[src/rtl/serial_subtractor_if.sv]
// Operand/result handshake bundle for the bit-serial subtractor.
// Producer and consumer share one interface; the block is the slave.
interface serial_subtractor_if #(
    parameter int DATA_WIDTH = 4
);
    logic                  in_valid;
    logic                  in_ready;
    logic [DATA_WIDTH-1:0] a;
    logic [DATA_WIDTH-1:0] b;
    logic                  bin;
    logic                  out_valid;
    logic                  out_ready;
    logic [DATA_WIDTH-1:0] diff;
    logic                  bout;

    modport master (
        output in_valid,
        output a,
        output b,
        output bin,
        output out_ready,
        input  in_ready,
        input  out_valid,
        input  diff,
        input  bout
    );

    modport slave (
        input  in_valid,
        input  a,
        input  b,
        input  bin,
        input  out_ready,
        output in_ready,
        output out_valid,
        output diff,
        output bout
    );
endinterface

[src/rtl/serial_subtractor.sv]
// Bit-serial ripple subtractor: one full-subtractor cell reused
// over DATA_WIDTH cycles, LSB first, with a registered borrow.
module serial_subtractor #(
    parameter int DATA_WIDTH = 4
) (
    input logic               clk,
    input logic               rst,
    serial_subtractor_if.slave bus
);

    localparam int CW = $clog2(DATA_WIDTH + 1);
    localparam logic [CW-1:0] LAST = CW'(DATA_WIDTH - 1);

    typedef enum logic [1:0] {
        IDLE  = 2'd0,
        SHIFT = 2'd1,
        DONE  = 2'd2
    } state_t;

    state_t                state_q, state_d;
    logic [CW-1:0]         cnt_q, cnt_d;
    logic [DATA_WIDTH-1:0] a_sh_q, a_sh_d;
    logic [DATA_WIDTH-1:0] b_sh_q, b_sh_d;
    logic [DATA_WIDTH-1:0] d_sh_q, d_sh_d;
    logic                  borrow_q, borrow_d;
    logic [DATA_WIDTH-1:0] diff_q, diff_d;
    logic                  bout_q, bout_d;

    logic x_bit;
    logic y_bit;
    logic c_bit;
    logic d_bit;

    // State and datapath registers; reset discards any operation in flight.
    always_ff @(posedge clk or posedge rst) begin
        if (rst) begin
            state_q  <= IDLE;
            cnt_q    <= '0;
            a_sh_q   <= '0;
            b_sh_q   <= '0;
            d_sh_q   <= '0;
            borrow_q <= 1'b0;
            diff_q   <= '0;
            bout_q   <= 1'b0;
        end else begin
            state_q  <= state_d;
            cnt_q    <= cnt_d;
            a_sh_q   <= a_sh_d;
            b_sh_q   <= b_sh_d;
            d_sh_q   <= d_sh_d;
            borrow_q <= borrow_d;
            diff_q   <= diff_d;
            bout_q   <= bout_d;
        end
    end

    // Next-state logic and the single full-subtractor cell.
    always_comb begin
        state_d  = state_q;
        cnt_d    = cnt_q;
        a_sh_d   = a_sh_q;
        b_sh_d   = b_sh_q;
        d_sh_d   = d_sh_q;
        borrow_d = borrow_q;
        diff_d   = diff_q;
        bout_d   = bout_q;

        x_bit = a_sh_q[0];
        y_bit = b_sh_q[0];
        c_bit = borrow_q;
        d_bit = x_bit ^ y_bit ^ c_bit;

        unique case (state_q)
            IDLE: begin
                if (bus.in_valid) begin
                    a_sh_d   = bus.a;
                    b_sh_d   = bus.b;
                    borrow_d = bus.bin;
                    d_sh_d   = '0;
                    cnt_d    = '0;
                    state_d  = SHIFT;
                end
            end
            SHIFT: begin
                borrow_d = (~x_bit & y_bit)
                         | (~(x_bit ^ y_bit) & c_bit);
                a_sh_d   = a_sh_q >> 1;
                b_sh_d   = b_sh_q >> 1;
                // New bit enters at the MSB so the LSB-first
                // stream lands in place after DATA_WIDTH shifts.
                d_sh_d   = (d_sh_q >> 1)
                         | (DATA_WIDTH'(d_bit) << (DATA_WIDTH - 1));
                cnt_d    = cnt_q + CW'(1);
                if (cnt_q == LAST) begin
                    diff_d  = d_sh_d;
                    bout_d  = borrow_d;
                    state_d = DONE;
                end
            end
            DONE: begin
                if (bus.out_ready) begin
                    state_d = IDLE;
                end
            end
            default: begin
                state_d = IDLE;
            end
        endcase
    end

    assign bus.in_ready  = (state_q == IDLE);
    assign bus.out_valid = (state_q == DONE);
    assign bus.diff      = diff_q;
    assign bus.bout      = bout_q;

endmodule

[src/flat_wrapper.sv]
// flat-port wrapper written by rule: the top's interface ports become plain ports
module serial_subtractor_flat 
#(
    parameter int DATA_WIDTH = 4
)
  (clk, rst, bus_in_valid, bus_a, bus_b, bus_bin, bus_out_ready, bus_in_ready, bus_out_valid, bus_diff, bus_bout);
  serial_subtractor_if #(.DATA_WIDTH(DATA_WIDTH)) bus_i ();
  input logic clk;
  input logic rst;
  input wire logic [$bits(bus_i.in_valid)-1:0] bus_in_valid;
  input wire logic [$bits(bus_i.a)-1:0] bus_a;
  input wire logic [$bits(bus_i.b)-1:0] bus_b;
  input wire logic [$bits(bus_i.bin)-1:0] bus_bin;
  input wire logic [$bits(bus_i.out_ready)-1:0] bus_out_ready;
  output wire logic [$bits(bus_i.in_ready)-1:0] bus_in_ready;
  output wire logic [$bits(bus_i.out_valid)-1:0] bus_out_valid;
  output wire logic [$bits(bus_i.diff)-1:0] bus_diff;
  output wire logic [$bits(bus_i.bout)-1:0] bus_bout;
  assign bus_i.in_valid = bus_in_valid;
  assign bus_i.a = bus_a;
  assign bus_i.b = bus_b;
  assign bus_i.bin = bus_bin;
  assign bus_i.out_ready = bus_out_ready;
  assign bus_in_ready = bus_i.in_ready;
  assign bus_out_valid = bus_i.out_valid;
  assign bus_diff = bus_i.diff;
  assign bus_bout = bus_i.bout;
  serial_subtractor #(.DATA_WIDTH(DATA_WIDTH)) u_core (.clk(clk), .rst(rst), .bus(bus_i));
endmodule
[config.mk]
export PLATFORM = sky130hd
export DESIGN_NAME = serial_subtractor_flat
export DESIGN_NICKNAME = d
export VERILOG_FILES = /design/src/rtl/serial_subtractor_if.sv /design/src/rtl/serial_subtractor.sv /design/src/flat_wrapper.sv
export SDC_FILE = /design/constraint.sdc
export NUM_CORES = 1
export LEC_CHECK = 0
export CAP_MARGIN = 10
export CORE_ASPECT_RATIO = 0.9
export CORE_MARGIN = 1.5
export CORE_UTILIZATION = 55
export CTS_BUF_LIST = sky130_fd_sc_hd__clkbuf_4 sky130_fd_sc_hd__clkbuf_8
export DETAILED_ROUTE_END_ITERATION = 6
export PLACE_DENSITY = 0.92
export SYNTH_ARGS = -nofsm -noshare
export SYNTH_HDL_FRONTEND = slang
export SYNTH_SLANG_ARGS = --single-unit
[constraint.sdc]
create_clock -name clk -period 3.37 [get_ports clk]
set_input_delay 0.337 -clock clk [delete_from_list [all_inputs] [get_ports clk]]
set_output_delay 0.337 -clock clk [all_outputs]
set_load 0.03 [all_outputs]
==> metrics, run 1 <==
outcome completed; ratio of cells with drive above 1 in the final layout 11.2%; synthesized area 1050 sq um; Critical Path Stages 3; final WL 1.76 mm; combinational power share 45.9%; DR pass1 iterations 4; Crit. End Element output pin; Via density 5.75; Crit Path Max Fanout 21; Clk pwr share 9.7%; maximum level of the CTS H-tree 1; Slowest cell on crit path clkdlybuf4s50_1; YS warnings 0; Post-CTS Setup Bufs 0; min Tclk post-route 2.26 ns; Die X 49.0 um; setup TNS 0 ns; post_cts resized 0; Area growth, synth to finish 19.4%; ys flop type dfrtp_1; Post-synth EDFFs 0; RSZ-0062 raised after global routing false; Post-synth top cells dfrtp_1, inv_1; post-synth cell types 28; Worst IR Drop VDD 0.461 mV; Arrival @ worst endpoint 1.92 ns; P_int 0.000700 W; crit path launch type flip-flop; post-route setup slack 1.11 ns; r2r setup slk 1.82 ns; CP top delay family buffers and inverters; path depth of the worst reg2reg path 2; Core Footprint 1730 sq um; clock buffer depth 2; clock skew 0.00853 ns; Reg-to-Reg Start u_core.state_q[0]; Power Density 904 nW/um^2; total grt overflow 0; Switch Pwr 0.000430 W; ANT nets after route 0; vias in the first global route 624; I/O pin cnt 20; DRT iter0 DRCs 12; leading area contributor after synthesis dfrtp_1; Max Freq 443 MHz; final number of setup-violating endpoints 0; WL per Instance 14.4 um; number of CTS-inserted buffers 3; CP max stage delay 0.66 ns; hold crit path type input pin to asynchronous set/reset pin; Crit. Startpoint u_core.state_q[0]; synthesized area per cell 12.9 sq um; layout net count 116; HPWL after detailed placement 1.31 mm; Critical Path RT 3.03 ns; first-pass GRT wire length 3.02 mm; FF-to-FF End u_core.b_sh_q[1]; Max Slew Vio Count 0; synthesis-stage register bit count 22; top cell type's share of synthesized area 52.6%; Synth Instances 81; fraction of registers with async set or reset after synthesis 100%; Port Buffers 19; normalized max-slew margin 47.0%; Sw Share 38.1%; die area 2180 sq um; synth top area cells dfrtp_1, o221a_2, or4b_1; crit share post-route 67.0%; Placer Congestion 0.765; Slew @ Worst Pin 0.795 ns; Antenna diodes 0; largest net degree at the start of global routing 23; root buffer cell clkbuf_4; Initial Util 60.4%; Hold Buf Count CTS 0; Hold Vio Cnt, Final 0; Final Core Density 72.1%; Seq/Total Area, Yosys 52.6%; worst path buffer plus inverter count 2; share of total power in sequential cells 44.3%; CTS Sinks 22; residual DRC count 0; leakage 0.580 nW; Total Power 0.00113 W; Crit Path Category flip-flop to output pin; cell with the most instances after synthesis dfrtp_1; clk slew on worst S/H paths 0.11 ns; Place WS 1.46 ns; row count 14; clk_lat worst skew 0.30 ns; total vias in the final route 702; initial antenna violation count 0; Die Y-Extent 44.4 um; Post-Syn Nets 97; Critical Path, Cell by Cell nand2b_1, inv_1, clkdlybuf4s50_1; GRT Total Usage 19.3%; CTS tree done; Max-Cap Viols 0; Worst Setup EP bus_out_valid
[logic make-up (layout without fill, tap and decap cells)]
group                      Yosys count  count (layout)  synth area share [%]
DFF                                 22              22                  52.6
adders and majority gates            3               3                  4.30
muxes                                6               6                  6.21
and+or+nand+nor                     20              20                  15.4
AOI/OAI and AO/OA                   18              18                  15.2
buffers and inverters               12              29                  6.33
[worst register-to-register path, cell delays in order (launching register included)]
cell and delay (ns):
dfrtp_1 0.74, o21bai_1 0.32, a221oi_1 0.39
[layout by cell type (no fill, tap or decap), types with 3 or more instances in the layout]
cell	n
a22o_1	4
clkbuf_4	3
clkdlybuf4s50_1	19
dfrtp_1	22
inv_1	7
nand2b_1	4
nor2_1	3
o221a_2	4
or4b_1	4
[layout make-up]
class                           count  area, sq um
Timing Repair Buffer               19          190
Clock buffer                        3         22.5
Fill cell                         118          484
Sequential cell                    22          551
Multi-Input combinational cell     47          430
Tap cell                           24         30.0
Inverter                            7         26.3
[stage by stage]
step	cell area, sq um	instances	hold WS (ns)
after floorplan	1050	81	0.326
final	1250	122	0.479
after global placement	1230	119	0.471
after detailed placement	1230	119	0.488
after CTS	1250	122	0.501
after global routing	1250	122	0.510
[how the worst min path moves through the flow]
| stage | endpoint | slack, ns | depth (start not counted) |
|---|---|---|---|
| detailed placement | u_core.cnt_q[1] | 0.49 | 1 |
| CTS | u_core.cnt_q[0] | 0.50 | 2 |
| finish | u_core.cnt_q[1] | 0.48 | 2 |
| global route | u_core.cnt_q[0] | 0.51 | 1 |
| floorplan | u_core.a_sh_q[0] | 0.33 | 1 |
| global placement | u_core.cnt_q[0] | 0.47 | 1 |
[power by group through the flow]
stage / Sequential [W] / Combinational, W / Clock [W]
floorplan: 0.000502 / 0.000391 / 0
global placement: 0.000496 / 0.000504 / 0
detailed placement: 0.000506 / 0.000526 / 0
CTS: 0.000502 / 0.000525 / 0.000115
global route: 0.000520 / 0.000568 / 0.000128
finish: 0.000501 / 0.000519 / 0.000110
[layer usage]
metal / track usage, % / vias up / share of wire [%]
met5: 0 / - / 0
li1: - / 338 / -
met1: 26.7 / 343 / 47
met2: 29.0 / 16 / 47
met4: 6.86 / 0 / 1.5
met3: 6.42 / 5 / 4.7
[flip-flops by register name, indices dropped and copies added (netlist names)]
signal,cells
u_core.a_sh_q,4
u_core.b_sh_q,4
u_core.borrow_q,1
u_core.bus.bout,1
u_core.bus.diff,4
u_core.cnt_q,3
u_core.d_sh_q,3
u_core.state_q,2
Power figures use the tool's default switching activity.
==> run 2: changes to the inputs <==
CORE_UTILIZATION = 47   (was 55)
PLACE_DENSITY = 0.84   (was 0.92)
clock period = 2.03 ns   (was 3.37 ns; I/O delays follow)
==> run 2 against run 1 <==
Against the previous run: global-route usage is 2.6 points lower; die area is 16% higher; clock skew grew 0.0019 ns; combinational power is 88% higher; clock-buffer cell count unchanged; worst setup slack lost 0.93 ns; register-to-register slack worse by 1.2 ns; critical path type unchanged; critical endpoint unchanged; highest routed layer unchanged.
==> metrics, run 2 (synthesized netlist as in run 1, its figures left out) <==
Die X 52.8 um (+7.7%); ANT nets after route 0 (unchanged); sequential cell area 551 sq um (unchanged); Antenna diodes 0 (unchanged); final hold slack 0.202 ns (-0.277 ns); Max Freq 540 MHz; Max Slew Vio Count 0 (unchanged); total vias in the final route 708 (+0.85%); leakage 0.615 nW (+5.9%); Critical Path RT 1.83 ns (-1.20 ns); I/O pin cnt 20 (unchanged); HPWL after detailed placement 1.34 mm (+2.6%); normalized max-slew margin 74.4% (+27 points); commonest non-fill, non-tap cell in the layout dfrtp_1; DRT iter0 DRCs 30 (+18); Worst IR Drop VDD 0.775 mV (+68%); Core Footprint 2140 sq um (+24%); Crit Path Max Fanout 4 (-81%); ratio of cells with drive above 1 in the final layout 15.5% (+4.3 points); Arrival @ worst endpoint 1.65 ns (-0.27 ns); clock skew 0.0104 ns (+0.00186 ns); Hold Buf Count CTS 0 (unchanged); Die Y-Extent 47.8 um (+7.6%); total grt overflow 0 (unchanged); Port Buffers 19 (unchanged); Crit. End Element output pin; WL per Instance 14.2 um (-1.2%); outcome completed; crit path launch type flip-flop; commonest non-fill, non-tap cells in the layout dfrtp_1, clkdlybuf4s50_1, inv_1; setup TNS 0 ns (unchanged); Via density 5.45 (-5.4%); largest net degree at the start of global routing 23 (unchanged); Max-Cap Viols 0 (unchanged); area occupied by multi-input gates 430 sq um (unchanged); CTS Sinks 22 (unchanged); Area growth, synth to finish 25.4%; clk_lat worst skew 0.31 ns (about the same); clock buffer depth 2 (unchanged); root buffer cell clkbuf_4; residual DRC count 0 (unchanged); fillers 162 (+37%); die area 2520 sq um (+16%); maximum level of the CTS H-tree 1 (unchanged); CTS tree done; vias in the first global route 633 (+1.4%); Post-CTS Setup Bufs 0 (unchanged); Cell Count, Final, Fillers Out 130 (+6.6%); crit share post-route 91.1%; hold crit path type input pin to asynchronous set/reset pin; Initial Util 48.9% (-11 points); Hold Vio Cnt, Final 0 (unchanged); number of CTS-inserted buffers 3 (unchanged); row count 16 (+2); initial antenna violation count 0 (unchanged); post_cts resized 0 (unchanged); Placer Congestion 0.753 (-1.6%); DR pass1 iterations 4 (unchanged); layout net count 120 (+3.4%); min Tclk post-route 1.85 ns; Power Density 1580 nW/um^2 (+75%); GRT Total Usage 16.7% (-2.6 points); RSZ-0062 raised after global routing false; Slew @ Worst Pin 0.383 ns (-0.412 ns); clk slew on worst S/H paths 0.13 ns (+0.02 ns); dpl cells 126 (+5.9%); final WL 1.85 mm (+5.2%); final number of setup-violating endpoints 0 (unchanged); Crit Path Category flip-flop to output pin; first-pass GRT wire length 2.96 mm (-2.1%)
==> run 2: report_power, final <==
group          internal [W]  switching (W)  leakage, nW  total, W
clock              0.000200       0.000136       0.0279  0.000335
sequential         0.000644       0.000128        0.272  0.000771
combinational      0.000485       0.000489        0.315  0.000974
total               0.00133       0.000752        0.615   0.00208
==> run 2: per-layer routing <==
| metal | vias up | track usage [%] | wire [um] |
|---|---|---|---|
| met4 | 0 | 6.15 | 30 |
| met3 | 4 | 3.13 | 53 |
| met2 | 12 | 25.8 | 861 |
| met5 | - | 0 | 0 |
| li1 | 350 | - | - |
| met1 | 342 | 23.9 | 901 |
==> run 2: final timing paths <==
path / from / to / slack, ns / cells after the start
worst max register to register: u_core.state_q[1] / u_core.a_sh_q[0] / 0.61 / 3
max in group asynchronous: rst / u_core.a_sh_q[3] / 1.61 / 3
min in group clk: bus_out_ready / u_core.state_q[1] / 0.43 / 2
worst max-delay path: u_core.state_q[0] / bus_out_valid / 0.18 / 3
worst min-delay path: rst / u_core.cnt_q[1] / 0.20 / 3
worst min register to register: u_core.cnt_q[0] / u_core.cnt_q[0] / 0.50 / 1
==> run 2: metrics by stage <==
| stage | worst slack [ns] | instance area (sq um) | utilization [%] | power, W |
|---|---|---|---|---|
| 3_3_place_gp | 0.436 | 1260 | 58.9 | 0.00172 |
| 2_1_floorplan | 0.602 | 1050 | - | 0.00148 |
| 5_1_grt | 0.103 | 1310 | 61.3 | 0.00222 |
| 6_report | 0.180 | 1310 | 61.3 | 0.00208 |
| 3_5_place_dp | 0.391 | 1260 | 58.9 | 0.00176 |
| 4_1_cts | 0.176 | 1310 | 61.3 | 0.00209 |
==> run 2: cell type report <==
| cell class | instances | share of cell area, % |
|---|---|---|
| Clock buffer | 3 | 1.71 |
| Multi-Input combinational cell | 47 | 32.8 |
| Clock inverter | 1 | 2.29 |
| Inverter | 7 | 2.00 |
| Timing Repair Buffer | 23 | 16.8 |
| Tap cell | 27 | 2.57 |
| Sequential cell | 22 | 41.9 |
==> run 2: worst max-delay path: stages, from the launching register on <==
cell and delay [ns]:
dfrtp_1 0.43, nand2b_1 0.17, inv_1 0.06, clkdlybuf4s50_1 0.67
==> run 3: changes to the inputs <==
CORE_UTILIZATION = 53   (was 47)
PLACE_DENSITY = 0.89   (was 0.84)
clock period = 1.9 ns   (was 2.03 ns; I/O delays follow)
==> run 3 against run 2 <==
Against the previous run: clock-buffer cell count increased by 1; core utilization rose by 7.2 points; clock power down 25%; worst setup slack worse by 0.066 ns; cell area decreased by 1.1%; power up 1.2%; register-to-register slack worse by 0.16 ns; non-clock buffer count stayed put; sequential power increased by 6.6%; sequential share of layout area is 0.58 points higher; global-route usage is 1.1 points higher; highest routed layer unchanged.
==> metrics, run 3 (synthesized netlist as in run 1, its figures left out) <==
outcome completed; commonest non-fill, non-tap cell in the layout dfrtp_1; vias in the first global route 651 (+2.8%); layout net count 120 (unchanged); Critical Path, Cell by Cell nand2b_1, inv_1, clkdlybuf4s50_1; Switch Pwr 0.000783 W (+4.2%); final number of setup-violating endpoints 0 (unchanged); row count 15 (-1); I/O pin cnt 20 (unchanged); hold crit path type input pin to asynchronous set/reset pin; Core Footprint 1900 sq um (-12%); setup TNS 0 ns (unchanged); Design Area, Final 1300 sq um (-1.1%); final WL 1.77 mm (-4.2%); Initial Util 55.2% (+6.4 points); HPWL after detailed placement 1.27 mm (-4.9%); Max Freq 560 MHz; number of CTS-inserted buffers 3 (unchanged); CP max stage delay 0.66 ns (about the same); clk_lat worst skew 0.30 ns (about the same); crit path launch type flip-flop; Die Y-Extent 45.2 um (-5.5%); clock buffer depth 2 (unchanged); combinational power share 49.0% (+2.2 points); Slew @ Worst Pin 0.383 ns (-0.000542 ns); CP top delay family buffers and inverters; crit share post-route 94.0%; first-pass GRT wire length 2.92 mm (-1.4%); sequential cell area 552 sq um (+0.23%); root buffer cell clkbuf_4; total grt overflow 0 (unchanged); share of total power in sequential cells 39.1% (+2.0 points); Post-CTS Setup Bufs 0 (unchanged); residual DRC count 0 (unchanged); commonest non-fill, non-tap cells in the layout dfrtp_1, clkdlybuf4s50_1, inv_1; Slowest cell on crit path clkdlybuf4s50_1; Crit Path Category flip-flop to output pin; Arrival @ worst endpoint 1.60 ns (-0.05 ns); Critical Path RT 1.71 ns (-0.12 ns); ANT nets after route 0 (unchanged); Area growth, synth to finish 24.0%; area occupied by multi-input gates 430 sq um (unchanged); Max-Cap Viols 0 (unchanged); initial antenna violation count 0 (unchanged); Sw Share 37.2% (+1.1 points); CTS tree done; Max Slew Vio Count 0 (unchanged); RSZ-0062 raised after global routing false; Crit. End Element output pin; worst path buffer plus inverter count 2 (unchanged); Worst IR Drop VDD 0.912 mV (+18%); Placer Congestion 0.725 (-3.7%); Hold Vio Cnt, Final 0 (unchanged); normalized max-slew margin 74.4% (about the same); CTS Sinks 22 (unchanged); ratio of cells with drive above 1 in the final layout 16.5% (+0.97 points); Die X 49.9 um (-5.5%); maximum level of the CTS H-tree 1 (unchanged); min Tclk post-route 1.79 ns; fillers 143 (-12%); final hold slack 0.211 ns (+0.00931 ns); die area 2250 sq um (-11%); GRT Total Usage 17.8% (+1.1 points); WL per Instance 13.8 um (-2.7%); Clk pwr share 12.0% (-4.1 points); Antenna diodes 0 (unchanged); Via density 5.52 (+1.4%); Crit Path Max Fanout 3 (-1); clock skew 0.00773 ns (-0.00266 ns); Power Density 1620 nW/um^2 (+2.4%); DRT iter0 DRCs 8 (-73%); Cell Area, Placed 1260 sq um (-0.20%); clk slew on worst S/H paths 0.12 ns (about the same); Port Buffers 19 (unchanged); Total Power 0.00211 W (+1.2%); total vias in the final route 707 (-0.14%); largest net degree at the start of global routing 23 (unchanged); leakage 0.617 nW (+0.41%); DR pass1 iterations 4 (unchanged); P_int 0.00132 W (-0.47%)
==> run 3: changes by cell type in the layout (fill, tap and decap cells not counted) <==
cell and change:
clkdlybuf4s50_1 -1, dfrtp_2 +1, dlymetal6s2s_1 +1, dfrtp_1 -1, clkbuf_8 +1, bufinv_16 -1
==> run 3: stage by stage <==
| stage | utilization, % | worst slack, ns | instances |
|---|---|---|---|
| after detailed placement | 66.4 | 0.254 | 124 |
| after CTS | 68.3 | 0.0300 | 128 |
| after global routing | 68.5 | 0.0332 | 128 |
| after global placement | 66.4 | 0.327 | 124 |
| after floorplan | - | 0.472 | 81 |
| final | 68.5 | 0.114 | 128 |
==> run 3: layer usage <==
layer	track usage [%]	up-vias	routed length [um]
met5	0	-	0
met1	23.9	339	898
met4	10.0	0	18
met2	28.0	17	803
met3	2.98	2	50
li1	-	349	-
==> run 3: repair_timing <==
action	in CTS	in global routing
resized for setup	0	2
setup endpoints to repair	0	2
hold buffers	0	0
==> run 3: power groups by stage <==
stage	clock, W	combinational, W	sequential, W
global placement	0	0.00100	0.000820
CTS	0.000257	0.00104	0.000821
floorplan	0	0.000693	0.000891
detailed placement	0	0.00104	0.000830
global route	0.000277	0.00112	0.000846
finish	0.000252	0.00103	0.000822
==> run 3: worst paths after layout <==
check                                  startpoint  cells past startpoint  slack, ns                 to
worst max-delay path            u_core.state_q[0]                      3       0.11      bus_out_valid
worst min-delay path                          rst                      3       0.21    u_core.bus.bout
worst max register to register  u_core.state_q[1]                      3       0.45   u_core.b_sh_q[2]
worst min register to register    u_core.cnt_q[0]                      1       0.50    u_core.cnt_q[0]
max in group asynchronous                     rst                      3       1.46  u_core.state_q[1]
min in group clk                    bus_out_ready                      2       0.43  u_core.state_q[1]
==> run 3: worst min-delay path, stage by stage <==
cell	delay (ns)
clkdlybuf4s50_1	0.40
inv_1	0.05
buf_4	0.27
==> run 3: layout make-up <==
cell class	instances	share of cell area, %
multi-input cells	47	33.1
clock buffers	4	2.79
well taps	25	2.41
repair buffers	23	17.1
inverters	7	2.02
flip-flops and latches	22	42.5
